[src/rtl/pool_pkg.sv]
// pool_pkg: shared types, defaults and elaboration helpers for the pooling engine
package pool_pkg;
    typedef enum logic {POOL_AVG = 1'b0, POOL_MAX = 1'b1} pool_mode_e;
    localparam int DATA_W_DEF = 16;
    function automatic int clog2(input int v);
        int r = 0;
        while ((1 << r) < v) r++;
        return r;
    endfunction
    function automatic bit is_pow2(input int v);
        return (v > 0) && ((v & (v - 1)) == 0);
    endfunction
endpackage

[src/rtl/avg_pool_stream_reduce.sv]
// pool_lane_reduce: balanced sum/max tree across the lanes of one beat
module pool_lane_reduce
    import pool_pkg::*;
#(
    parameter int DATA_W = DATA_W_DEF,
    parameter int LANES  = 8,
    parameter int ACC_W  = DATA_W + 6
) (
    input  logic [LANES*DATA_W-1:0] in_data,
    input  logic                    mode_max,
    output logic signed [ACC_W-1:0] red
);
    // Sign-extend each lane, then fold pairs level by level down to one node
    always_comb begin
        logic signed [ACC_W-1:0] t [LANES];
        for (int k = 0; k < LANES; k++)
            t[k] = {{(ACC_W-DATA_W){in_data[k*DATA_W+DATA_W-1]}}, in_data[k*DATA_W +: DATA_W]};
        for (int s = LANES / 2; s > 0; s = s / 2)
            for (int i = 0; i < s; i++)
                t[i] = mode_max ? ((t[2*i] > t[2*i+1]) ? t[2*i] : t[2*i+1]) : t[2*i] + t[2*i+1];
        red = t[0];
    end
endmodule

[src/rtl/avg_pool_stream.sv]
// avg_pool_stream: streaming average/max pooling over BEATS beats of LANES samples
module avg_pool_stream
    import pool_pkg::*;
#(
    parameter int DATA_W = DATA_W_DEF,
    parameter int LANES  = 8,
    parameter int BEATS  = 8
) (
    input  logic                    clk,
    input  logic                    rst_n,
    input  logic                    flush,
    input  logic                    mode_max,
    input  logic                    in_valid,
    output logic                    in_ready,
    input  logic [LANES*DATA_W-1:0] in_data,
    output logic                    out_valid,
    input  logic                    out_ready,
    output logic [DATA_W-1:0]       out_data
);
    localparam int SHIFT = clog2(LANES * BEATS);
    localparam int ACC_W = DATA_W + SHIFT;
    localparam int BW    = clog2(BEATS);
    localparam int HALF  = 1 << (SHIFT - 1);

    if (!is_pow2(LANES) || LANES < 2) begin : g_bad_lanes
        $error("LANES must be a power of two and at least 2");
    end
    if (!is_pow2(BEATS) || BEATS < 2) begin : g_bad_beats
        $error("BEATS must be a power of two and at least 2");
    end

    logic [BW-1:0]           cnt;
    pool_mode_e              mode_q, cur_mode, s1_mode;
    logic                    hs, s1_v, s1_first, s1_last;
    logic signed [ACC_W-1:0] red, s1_val, acc, comb, rnd;
    logic [DATA_W-1:0]       res;

    assign in_ready = !(out_valid && !out_ready);
    assign hs       = in_valid && in_ready;
    assign cur_mode = (cnt == '0) ? pool_mode_e'(mode_max) : mode_q;

    pool_lane_reduce #(.DATA_W(DATA_W), .LANES(LANES), .ACC_W(ACC_W)) u_reduce (
        .in_data (in_data),
        .mode_max(cur_mode == POOL_MAX),
        .red     (red)
    );

    // Beat counter and window mode, latched on the first beat of each window
    always_ff @(posedge clk or negedge rst_n) begin
        if (!rst_n) begin
            cnt    <= '0;
            mode_q <= POOL_AVG;
        end else if (flush) begin
            cnt    <= '0;
        end else if (hs) begin
            cnt    <= cnt + 1'b1;
            mode_q <= cur_mode;
        end
    end

    // Stage 1: register the lane reduction together with its window position
    always_ff @(posedge clk or negedge rst_n) begin
        if (!rst_n) begin
            s1_v     <= 1'b0;
            s1_val   <= '0;
            s1_first <= 1'b0;
            s1_last  <= 1'b0;
            s1_mode  <= POOL_AVG;
        end else begin
            s1_v <= hs && !flush;
            if (hs) begin
                s1_val   <= red;
                s1_first <= (cnt == '0);
                s1_last  <= (cnt == BW'(BEATS - 1));
                s1_mode  <= cur_mode;
            end
        end
    end

    // Fold the staged beat into the accumulator and form the rounded or max result
    always_comb begin
        comb = (s1_mode == POOL_MAX) ? ((s1_val > acc) ? s1_val : acc) : acc + s1_val;
        rnd  = comb + ACC_W'(HALF);
        res  = (s1_mode == POOL_MAX) ? comb[DATA_W-1:0] : DATA_W'(rnd >>> SHIFT);
    end

    // Stage 2: accumulator update; a new result wins over a simultaneous drain
    always_ff @(posedge clk or negedge rst_n) begin
        if (!rst_n) begin
            acc       <= '0;
            out_valid <= 1'b0;
            out_data  <= '0;
        end else if (flush) begin
            acc       <= '0;
            if (out_ready) out_valid <= 1'b0;
        end else begin
            if (s1_v) acc <= s1_first ? s1_val : comb;
            if (s1_v && s1_last) begin
                out_valid <= 1'b1;
                out_data  <= res;
            end else if (out_ready) begin
                out_valid <= 1'b0;
            end
        end
    end
endmodule

[config.mk]
export PLATFORM = sky130hd
export DESIGN_NAME = avg_pool_stream
export DESIGN_NICKNAME = d
export VERILOG_FILES = /design/src/rtl/pool_pkg.sv /design/src/rtl/avg_pool_stream_reduce.sv /design/src/rtl/avg_pool_stream.sv
export SDC_FILE = /design/constraint.sdc
export NUM_CORES = 1
export LEC_CHECK = 0
export BUFFER_PORTS_ARGS = -buffer_cell sky130_fd_sc_hd__buf_2
export CAP_MARGIN = 20
export CORE_AREA = 2 2 205 207
export CTS_CLUSTER_DIAMETER = 120
export DETAILED_ROUTE_END_ITERATION = 10
export DIE_AREA = 0 0 207 209
export PLACE_DENSITY = 0.66
export SLEW_MARGIN = 40
export SYNTH_ARGS = -nofsm -noshare
export SYNTH_HDL_FRONTEND = slang
export SYNTH_HIERARCHICAL = 1
export SYNTH_SLANG_ARGS = --single-unit
[constraint.sdc]
create_clock -name clk -period 8.5 [get_ports clk]
set_input_delay 0.85 -clock clk [delete_from_list [all_inputs] [get_ports clk]]
set_output_delay 0.85 -clock clk [all_outputs]
set_load 0.05 [all_outputs]
==> results of run 1 <==
report_power, final:
group / total, mW / leakage [nW] / internal, mW / switching, mW
clock: 0.410 / 0.152 / 0.265 / 0.145
combinational: 5.86 / 8.34 / 2.61 / 3.25
sequential: 0.519 / 0.853 / 0.409 / 0.109
total: 6.79 / 9.34 / 3.28 / 3.51
path summary, 6_finish.rpt:
check	startpoint	end	depth (start not counted)
max in group asynchronous	rst_n	acc[15]	2
min reg2reg	out_data[0]	out_data[0]	2
min	out_data[0]	out_data[0]	2
max	in_data[90]	s1_val[10]	34
min in group asynchronous	rst_n	out_data[14]	2
max reg2reg	cnt[0]	s1_val[10]	30
layer usage:
| layer | track usage [%] | wire length (um) | vias to the layer above |
|---|---|---|---|
| li1 | - | - | 8346 |
| met1 | 28.04 | 22070 | 8031 |
| met2 | 44.17 | 26890 | 450 |
| met3 | 1.292 | 2064 | 103 |
| met4 | 11.77 | 2724 | 0 |
| met5 | 0 | 0 | - |
cells in the final DEF, fill, tap and decap left out, types with 69 or more instances in the layout:
cell,n
ha_1,286
o21ai_0,113
buf_2,151
inv_1,200
nand2_1,140
dfrtp_1,69
mux2i_1,95
a21oi_1,186
xnor2_1,89
buf_4,159
nor2_1,226
stage by stage:
| stage | power [mW] | hold WS, ps |
|---|---|---|
| after floorplan | 4.280 | 479.8 |
| after global placement | 6.133 | 457.7 |
| after detailed placement | 6.186 | 465.4 |
| after CTS | 6.655 | 477.8 |
| after global routing | 7.334 | 519.0 |
| final | 6.791 | 469.7 |
critical path: cells and delay by family:
kind / cells / cell delay (ps)
AND/OR/NAND/NOR: 6 / 1340
XOR/XNOR: 1 / 160
buffers and inverters: 7 / 1150
AO/OA/AOI/OAI: 14 / 3180
adder cells (fa/ha/maj): 3 / 960
multiplexers: 3 / 780
logic make-up (layout without fill, tap and decap cells):
family                     after synthesis  after routing  share of synthesized area (%)
AOI/OAI and AO/OA                      629            629                          25.02
xor gates and xnor gates               122            122                          6.431
adders and majority gates              294            294                          22.50
buffers and inverters                  294            536                          7.011
DFF                                     69             69                          10.39
muxes                                  149            149                          9.481
and+or+nand+nor                        652            652                          19.17
what timing repair did:
item | in CTS | in global routing
pin swaps | 0 | 0
setup endpoints to repair | 2 | 22
gates resized for setup | 2 | 26
setup buffers | 0 | 1
hold buffers | 0 | 0
state kept, by name, summed over array words and instances, names as in the netlist:
register,flops
s1_v,1
s1_first,1
s1_last,1
out_valid,1
out_data,16
s1_val,22
mode_q,1
cnt,3
s1_mode,1
acc,22
cell type report:
class | count | area share (%)
inverter | 204 | 3.969
clock inverter | 5 | 0.4317
clock buffer | 11 | 1.250
sequential | 69 | 8.891
tap | 539 | 3.473
timing repair buffer | 316 | 10.61
multi-input combinational | 1846 | 71.37
==> impl_metrics.tcl, run 1 <==
set metrics [dict create \
    status "complete, no violations" \
    clkTransAtPathRegs_ps 50 \
    critPathRequiredTime_ps 8780 \
    synth_edf_count 0 \
    start_util_pct 40.24 \
    clockBufferDepth 2 \
    placedInstanceArea_sq_um 18960 \
    dp_hpwl_mm 44.37 \
    cp_common_cell "buf_4" \
    critPathLaunchType "input port" \
    clock-sinks 69 \
    fin_util_pct 47.03 \
    path_class "input port to register" \
    synth_cell_types 98 \
    drive_gt1_share_pct 18.36 \
    gp_congestion 1.035 \
    area_delta_synth_final_pct 16.88 \
    grt_pass1_wl_mm 84.79 \
    fin_ws_ps 335.3 \
    ys_warn_count 6 \
    finalSetupViolCount 0 \
    syn_avg_cell_area_sq_um 7.521 \
    ys_seq_elements 69 \
    ant_nets 0 \
    seq_area_frac_synth_pct 10.39 \
    power_density_nw_per_um2 349.7 \
    core_sq_um 41290 \
    fin_crit_sh_pct 96.06 \
    ir_drop_uv 181.7 \
    max_cap_viol_count 0 \
    drt_iter0_drc 960 \
    arrival_ps 8440 \
    finalSetupTns_ps 0 \
    netlist_instances 2209 \
    dp_cells 2973 \
    finalInstanceArea_sq_um 19420 \
    layout.nets 2874 \
    num_rows 75 \
    vias_per_cell 5.662 \
    vias 16930 \
    grt_max_degree 89 \
    fmax_mhz 122.5 \
    hold_viol 0 \
    place_ws_ps -370.8 \
    critPathSlowestCell "a211oi_1" \
    fillers 4163 \
    drtPass1Iterations 6 \
    netlist.area_leader.share_pct 21.54 \
    synthArstFlopShare_pct 100.0 \
    crit_fanout 21 \
    io-pin-count 152 \
    diodes 0 \
    die-area_sq_um 43260 \
    multi_input_area_sq_um 13860 \
    slowest_delay_ps 440 \
    synthesis.nets 2637 \
    r2r_slack_ps 710 \
    clock_latency_ps 340 \
    final_cells 2990 \
    relSlewSlack_pct 43.01 \
    die_w_um 207 \
    cts_tree "built" \
    h-tree-depth 3 \
    synth_area_leaders "ha_1 22%, dfrtp_1 10%, mux2i_1 5.9%" \
    wire_per_inst_um 17.98 \
    seqCellArea_sq_um 1727 \
    min_path_type "register to register" \
    yosysTopAreaCell "ha_1" \
    grt_pass1_vias 16580 \
    synthesis.area_sq_um 16610 \
    synth_ff_type "dfrtp_1" \
    routed_wl_mm 53.75 \
    min_period_ps 8165 \
    drc 0 \
    cp-end-kind "register" \
    die_h_um 209 \
    worst_pin_slew_ps 846.0 \
    finalMaxSlewViolations 0 \
    skew_ps 6.683 \
    root_buffer "clkbuf_16" \
    grt.overflow.total 0 \
    grt.total_usage_pct 23.90 \
    antenna_found_initial 0 \
    portBuffers 151 \
    cts-buffers-inserted 9 \
    yosysMostFrequentCell "ha_1" \
    synthTopCellsByCount "286 x ha_1, 227 x nor2_1, 202 x inv_1" \
    p_leak_nw 9.340 \
]
Note: power is estimated with default switching activity, not from simulation.
==> inputs of run 2 (changes only) <==
- CTS_BUF_LIST: unset -> sky130_fd_sc_hd__clkbuf_8 sky130_fd_sc_hd__clkbuf_16
==> run 2 against run 1 <==
Utilization stayed put. Critical endpoint is now s1_val[9]. Worst setup slack worse by 15 ps. Critical path type unchanged. Sequential power hardly changed. Global-route usage stayed put. Clock power hardly changed.
==> impl_metrics.tcl, run 2 (synthesized netlist as in run 1, its figures left out) <==
set metrics [dict create \
    grt_pass1_vias 16580 \
    internal_power_mw 3.283 \
    gp_congestion 1.035 \
    dp_hpwl_mm 44.37 \
    finalSetupViolCount 0 \
    path_delay_family "compound AO/OA/AOI/OAI gates" \
    slowest_delay_ps 440 \
    place_ws_ps -370.8 \
    h-tree-depth 3 \
    min_period_ps 8179 \
    layout_common_cells "286 x ha_1, 226 x nor2_1, 201 x inv_1" \
    path_class "input port to register" \
    cts-buffers-inserted 9 \
    layout_commonest_cell "ha_1" \
    fin_crit_sh_pct 96.23 \
    start_util_pct 40.24 \
    portBuffers 151 \
    placedInstanceArea_sq_um 18960 \
    ir_drop_uv 182.0 \
    worst_pin_slew_ps 846.0 \
    drt_iter0_drc 957 \
    fin_ws_ps 320.6 \
    routed_wl_mm 53.74 \
    cts-hold-fix-buffers 0 \
    crit_fanout 21 \
    diodes 0 \
    clkTransAtPathRegs_ps 50 \
    drc 0 \
    ant_nets 0 \
    root_buffer "clkbuf_16" \
    die_w_um 207 \
    num_rows 75 \
    min_path_type "register to register" \
    layout.nets 2874 \
    grt_pass1_wl_mm 84.79 \
    grt.overflow.total 0 \
    relSlewSlack_pct 43.01 \
    die_h_um 209 \
    comb_power_share_pct 86.3 \
    fillers 4163 \
    arrival_ps 8400 \
    core_sq_um 41290 \
    cts_tree "built" \
    critPathRequiredTime_ps 8720 \
    grt.total_usage_pct 23.90 \
    p_leak_nw 9.344 \
    switching_share_pct 51.68 \
    critPathLaunchType "input port" \
    status "complete, no violations" \
    power_frac_clock_pct 6.0 \
    clockBufferDepth 2 \
    path_buf_inv 6 \
    skew_ps 6.679 \
    area_delta_synth_final_pct 16.88 \
    grt_max_degree 89 \
    vias 16910 \
    finalMaxSlewViolations 0 \
    vias_per_cell 5.655 \
    drtPass1Iterations 8 \
    finalInstanceArea_sq_um 19420 \
    finalSetupTns_ps 0 \
    hold_viol 0 \
    power_switching_mw 3.511 \
    whs_ps 469.7 \
    fmax_mhz 122.3 \
    die-area_sq_um 43260 \
    p_seq_share_pct 7.6 \
    largestRegisters "acc (22), s1_val (22), out_data (16)" \
    clock-sinks 69 \
    critPathSlowestCell "a211oi_1" \
    wire_per_inst_um 17.97 \
    power_density_nw_per_um2 349.9 \
    max_cap_viol_count 0 \
    antenna_found_initial 0 \
    cp-end-kind "register" \
    clock_latency_ps 340 \
    io-pin-count 152 \
    drive_gt1_share_pct 18.36 \
]
==> run 2: changes by cell type in the layout (fill, tap and decap cells not counted) <==
cell,change
clkbuf_1,-1
inv_1,+1
==> run 2: routing by layer <==
layer | share of wire (%) | GRT usage (%) | vias to the layer above
met5 | 0 | 0 | -
met4 | 5.0 | 11.77 | 0
met3 | 3.8 | 1.292 | 103
met2 | 50 | 44.17 | 443
met1 | 41 | 28.04 | 8016
li1 | - | - | 8347
==> run 2: per-stage QoR <==
step	power (mW)	instances	utilization (%)
2_1_floorplan	4.280	2209	-
3_3_place_gp	6.133	2973	45.89
3_5_place_dp	6.186	2973	45.91
4_1_cts	6.654	2989	46.72
5_1_grt	7.333	2990	47.03
6_report	6.794	2990	47.03
==> run 2: power groups by stage <==
stage               clock, mW  sequential, mW  combinational [mW]
floorplan                   0           0.494                3.79
global placement            0           0.513                5.62
detailed placement          0           0.520                5.67
CTS                     0.417           0.514                5.72
global route            0.429           0.528                6.38
finish                  0.409           0.519                5.87
==> run 2: tightest hold or removal path, delay by kind of cell, from the launching register on <==
| family | cells | cell delay (ps) |
|---|---|---|
| AO/OA/AOI/OAI | 1 | 60 |
| flip-flops | 1 | 330 |
| AND/OR/NAND/NOR | 1 | 40 |
==> run 2: worst paths after layout <==
path	from	to	slack, ps	cells past startpoint
max	in_data[90]	s1_val[9]	320	34
min	out_data[0]	out_data[0]	470	2
max reg2reg	cnt[0]	s1_val[9]	690	30
min reg2reg	out_data[0]	out_data[0]	470	2
max in group asynchronous	rst_n	acc[15]	7420	2
min in group asynchronous	rst_n	out_data[14]	580	2
==> run 2: timing repair <==
| action | CTS | global route |
|---|---|---|
| resized for setup | 2 | 26 |
| setup endpoints to repair | 2 | 22 |
| setup buffers | 0 | 1 |
==> run 2: final cells by class <==
type	count	area, sq um	share of cell area [%]
Clock buffer	10	239.0	1.231
Tap cell	539	674.4	3.473
Timing Repair Buffer	316	2061	10.61
Multi-Input combinational cell	1846	13860	71.37
Sequential cell	69	1727	8.891
Inverter	204	770.7	3.969
Clock inverter	6	87.58	0.4510
